===== src/rtl/mem_arbiter.sv =====
// Round-robin arbiter sharing one single-port data memory between the core (port 0)
// and the debug/DMA loader (port 1), with RMW bus lock and a post-reset clear sweep.
module mem_arbiter #(
    parameter int WIDTH          = 8,
    parameter int A_WIDTH        = 10,
    parameter bit CLEAR_ON_RESET = 1'b1
) (
    input  logic               clk,
    input  logic               rst_n,
    input  logic               req0_valid,
    input  logic               req0_we,
    input  logic               req0_lock,
    input  logic [A_WIDTH-1:0] req0_addr,
    input  logic [WIDTH-1:0]   req0_wdata,
    output logic               req0_ready,
    output logic               req0_rvalid,
    output logic [WIDTH-1:0]   req0_rdata,
    input  logic               req1_valid,
    input  logic               req1_we,
    input  logic               req1_lock,
    input  logic [A_WIDTH-1:0] req1_addr,
    input  logic [WIDTH-1:0]   req1_wdata,
    output logic               req1_ready,
    output logic               req1_rvalid,
    output logic [WIDTH-1:0]   req1_rdata,
    output logic [A_WIDTH-1:0] mem_addr,
    output logic               mem_ce,
    output logic [WIDTH-1:0]   mem_wdata,
    input  logic [WIDTH-1:0]   mem_rdata,
    output logic               clearing
);

    typedef enum logic {CLEAR, RUN} state_t;

    state_t             state;
    logic [A_WIDTH-1:0] clr_cnt;
    logic               last;
    logic               lock_held;
    logic               lock_port;
    logic               rvalid0_q;
    logic               rvalid1_q;
    logic               grant0;
    logic               grant1;

    // last=1 means port 1 won most recently, so port 0 is favoured on a tie
    always_comb begin
        grant0 = 1'b0;
        grant1 = 1'b0;
        if (rst_n && state == RUN) begin
            if (lock_held) begin
                grant0 = !lock_port && req0_valid;
                grant1 = lock_port && req1_valid;
            end else if (req0_valid && req1_valid) begin
                grant0 = last;
                grant1 = !last;
            end else begin
                grant0 = req0_valid;
                grant1 = req1_valid;
            end
        end
    end

    always_comb begin
        mem_ce    = 1'b0;
        mem_addr  = '0;
        mem_wdata = '0;
        if (rst_n && state == CLEAR) begin
            mem_ce   = 1'b1;
            mem_addr = clr_cnt;
        end else if (grant0) begin
            mem_ce    = req0_we;
            mem_addr  = req0_addr;
            mem_wdata = req0_we ? req0_wdata : '0;
        end else if (grant1) begin
            mem_ce    = req1_we;
            mem_addr  = req1_addr;
            mem_wdata = req1_we ? req1_wdata : '0;
        end
    end

    assign req0_ready  = grant0;
    assign req1_ready  = grant1;
    assign clearing    = rst_n && state == CLEAR;
    // a read response registered just before reset must not be seen during reset
    assign req0_rvalid = rvalid0_q && rst_n;
    assign req1_rvalid = rvalid1_q && rst_n;

    always_ff @(posedge clk) begin
        if (!rst_n) begin
            if (CLEAR_ON_RESET) state <= CLEAR;
            else                state <= RUN;
            clr_cnt    <= '0;
            last       <= 1'b1;
            lock_held  <= 1'b0;
            lock_port  <= 1'b0;
            rvalid0_q  <= 1'b0;
            rvalid1_q  <= 1'b0;
            req0_rdata <= '0;
            req1_rdata <= '0;
        end else begin
            rvalid0_q <= grant0 && !req0_we;
            rvalid1_q <= grant1 && !req1_we;
            if (grant0 && !req0_we) req0_rdata <= mem_rdata;
            if (grant1 && !req1_we) req1_rdata <= mem_rdata;
            case (state)
                CLEAR: begin
                    clr_cnt <= clr_cnt + 1'b1;
                    if (clr_cnt == '1) state <= RUN;
                end
                RUN: begin
                    if (grant0) begin
                        last      <= 1'b0;
                        lock_held <= req0_lock;
                        lock_port <= 1'b0;
                    end else if (grant1) begin
                        last      <= 1'b1;
                        lock_held <= req1_lock;
                        lock_port <= 1'b1;
                    end
                end
                default: state <= RUN;
            endcase
        end
    end

endmodule


===== config.mk =====
export PLATFORM = sky130hd
export DESIGN_NAME = mem_arbiter
export DESIGN_NICKNAME = d
export VERILOG_FILES = /design/src/rtl/mem_arbiter.sv
export SDC_FILE = /design/constraint.sdc
export NUM_CORES = 1
export LEC_CHECK = 0
export CORE_MARGIN = 2
export CORE_UTILIZATION = 42
export CTS_BUF_LIST = sky130_fd_sc_hd__clkbuf_4
export DETAILED_ROUTE_END_ITERATION = 6
export PLACE_DENSITY = 0.88
export SETUP_SLACK_MARGIN = 0.02
export SLEW_MARGIN = 20
export SYNTH_ARGS = -nofsm -noshare
export SYNTH_HDL_FRONTEND = slang
export SYNTH_SLANG_ARGS = --single-unit

===== constraint.sdc =====
create_clock -name clk -period 3.15 [get_ports clk]
set_input_delay 0.315 -clock clk [delete_from_list [all_inputs] [get_ports clk]]
set_output_delay 0.315 -clock clk [all_outputs]
set_load 0.02 [all_outputs]

==> impl_metrics.ini <==
[clock_tree]
numCtsBuffers = 5
clk_pin_slew_worst_paths_ns = 0.10
clock_sinks = 32
clock_latency_ns = 0.33
cts_resized = 0
root_buffer = clkbuf_4
clockBufferDepth = 2
cts_tree = done
cts-hold-fix-buffers = 0
h-tree-depth = 2
cts_setup_buffers = 0

[detailed_routing]
wire_per_inst_um = 13.1
wirelength_mm = 4.35
firstDrtPassIters = 4
routed_via_density = 4.89
dr_total_vias = 1624
drc = 0
drt_iter0_markers = 48
ant_nets = 0

[floorplan]
core_mm2 = 0.00366
initial_core_util_pct = 43.5
die_w_um = 65.6
dieArea_mm2 = 0.00430
die_h_um = 65.6
io_pins = 92
num_rows = 22

[setup_path]
cp-end-kind = output pin
reg2reg_from = state$_SDFF_PN0_
path_class = reg -> out
reg2reg_depth = 5
cp-start-kind = flop
crit_fanout = 10
r2r-end = req0_rdata[4]$_SDFFE_PN0P_
cp.required_ns = 2.83
reg2reg_slack_ns = 1.12
crit_arrival_ns = 2.45

[placement]
finalWeightedCongestion = 0.768
pre_cts_slack_ns = 0.466
placed_area_mm2 = 0.00252
dp_hpwl_mm = 3.30
portBuffers = 91

[synthesis]
syn_nets = 245
synthCells = 192
synth_top_cells_by_area = dfxtp_1, nand2_1, mux2i_1
synth_top_area_share_pct = 40.2
ys_types = 36
yosys_warnings = 0
syn-cell-area_mm2 = 0.00159
yosysTopAreaCell = dfxtp_1
yosysSeqAreaShare_pct = 40.2
avgSynthCellArea_um2 = 8.30
synth_seq_cells = 32

[finish]
fin_util_pct = 71.1
post_route_cells_drive_above_1_share_pct = 5.28
final_net_count = 336
area_delta_synth_final_pct = 63.4
antenna_cells = 0
design_area_mm2 = 0.00260

[global_route]
grt_max_degree = 30
grt_overflow = 0
grt_pass1_vias = 1515
grt_usage_pct = 21.4
grt_pass1_wl_mm = 7.09
antenna_found_initial = 0

[sta]
max_slew_margin_pct = 66.8
min_period_ns = 2.77
rsz0062_at_grt = no
layout_setup_ws_ns = 0.385
finalCritPeriodShare_pct = 87.8
finalSetupViolations = 0
fmax_ghz = 0.362
hold_violations = 0
setup-tns-final_ns = 0
finClkSkew_ns = 0.00696
tightest_slew_ns = 0.498
drv_slew = 0

[pwr]
peakVddDrop_mv = 0.340
p_leak_nw = 1.04
power-per-cell-area_mw_per_mm2 = 318

[hold_path]
min_to = req1_rdata[4]$_SDFFE_PN0P_
min_path_type = reg -> reg
hold_depth = 2
worstHoldStart = req1_rdata[4]$_SDFFE_PN0P_

[run_status]
status = completed

[flow_run]
drv_cap = 0
[critical path, stage by stage, from the launching register on]
cell and delay, ns:
dfxtp_1 0.57, nand3_2 0.16, a211oi_4 0.26, and2_1 0.35
a22o_1 0.19, clkdlybuf4s50_1 0.60
[cells by family (layout without fill, tap and decap cells)]
| kind of cell | Yosys count | count (layout) | synth area share [%] |
|---|---|---|---|
| compound gates | 36 | 36 | 16.7 |
| xor+xnor | 9 | 9 | 4.95 |
| fa+ha+maj | 1 | 1 | 0.785 |
| buf+inv | 22 | 114 | 7.07 |
| flops | 32 | 32 | 40.2 |
| mux | 9 | 9 | 5.66 |
| simple gates | 83 | 83 | 24.7 |
[flip-flops by register name, summed over array words and instances, names as in the netlist]
signal and count:
clr_cnt 10, last 1, rvalid0_q 1, req0_rdata 8, lock_port 1, rvalid1_q 1
lock_held 1, req1_rdata 8, state 1
[through the flow]
stage / power, mW / instances / hold WS [ns]
floorplan: 0.444 / 192 / 0.424
global placement: 0.522 / 324 / 0.442
detailed placement: 0.524 / 324 / 0.446
CTS: 0.840 / 332 / 0.465
global route: 0.869 / 332 / 0.487
finish: 0.829 / 332 / 0.460
[cells in the mapped netlist, drive strengths merged]
cell type / number
a211oi: 1
a21boi: 1
a21oi: 2
a221oi: 1
a22o: 8
a22oi: 10
a31oi: 1
and2: 12
and2b: 1
and3: 1
and4: 1
and4b: 1
buf: 7
clkbuf: 4
dfxtp: 32
ha: 1
inv: 11
mux2i: 9
nand2: 48
nand3: 4
nand4: 1
nor2: 6
nor2b: 3
nor3: 2
nor3b: 1
nor4: 1
o211a: 1
o21a: 1
o21ai: 10
or3: 1
xnor2: 3
xor2: 6
[where the power goes]
part	internal, mW	switching (mW)	leakage, nW
registers	0.408	0.00409	0.258
logic	0.0702	0.0321	0.739
clock network	0.175	0.140	0.0456
total	0.653	0.176	1.04
[layout make-up]
type	instances	area [um^2]
clock buffers	6	45.0
well taps	48	60.1
clock inverters	2	35.0
inverters	11	41.3
repair buffers	95	941
flip-flops and latches	32	641
multi-input cells	138	840
fillers	305	1060
[per-layer routing]
metal  routed length, um  vias to the layer above  track usage (%)
met5                   0                        -                0
met4                  27                        0             5.73
met3                 408                        4             8.39
met2                2020                       77             34.7
met1                1890                      719             26.4
li1                    -                      824                -
[cells in the final DEF (no fill, tap or decap), types with 2 or more instances in the layout]
cell type        synthesis  final
inv_1                   11     11
nand3_1                  3      3
buf_4                    1      4
xnor2_1                  3      3
nor2_1                   6      6
dfxtp_1                 32     32
mux2i_1                  9      9
nand2_1                 48     48
xor2_1                   6      6
and2_1                  11     11
a21oi_1                  2      2
o21ai_0                 10     10
nor3_1                   2      2
a22o_1                   8      8
clkbuf_4                 0      6
a22oi_1                 10     10
nor2b_1                  3      3
clkdlybuf4s50_1          0     91
[worst max path at each step]
| stage | startpoint | end | slack, ns | cells past startpoint |
|---|---|---|---|---|
| global route | state$_SDFF_PN0_ | mem_wdata[7] | 0.20 | 5 |
| global placement | rst_n | mem_wdata[1] | 0.55 | 6 |
| detailed placement | rst_n | mem_wdata[7] | 0.47 | 6 |
| finish | state$_SDFF_PN0_ | mem_wdata[7] | 0.38 | 5 |
| CTS | state$_SDFF_PN0_ | mem_wdata[7] | 0.37 | 5 |
| floorplan | state$_SDFF_PN0_ | mem_ce | 1.43 | 6 |
Power figures use the tool's default switching activity.
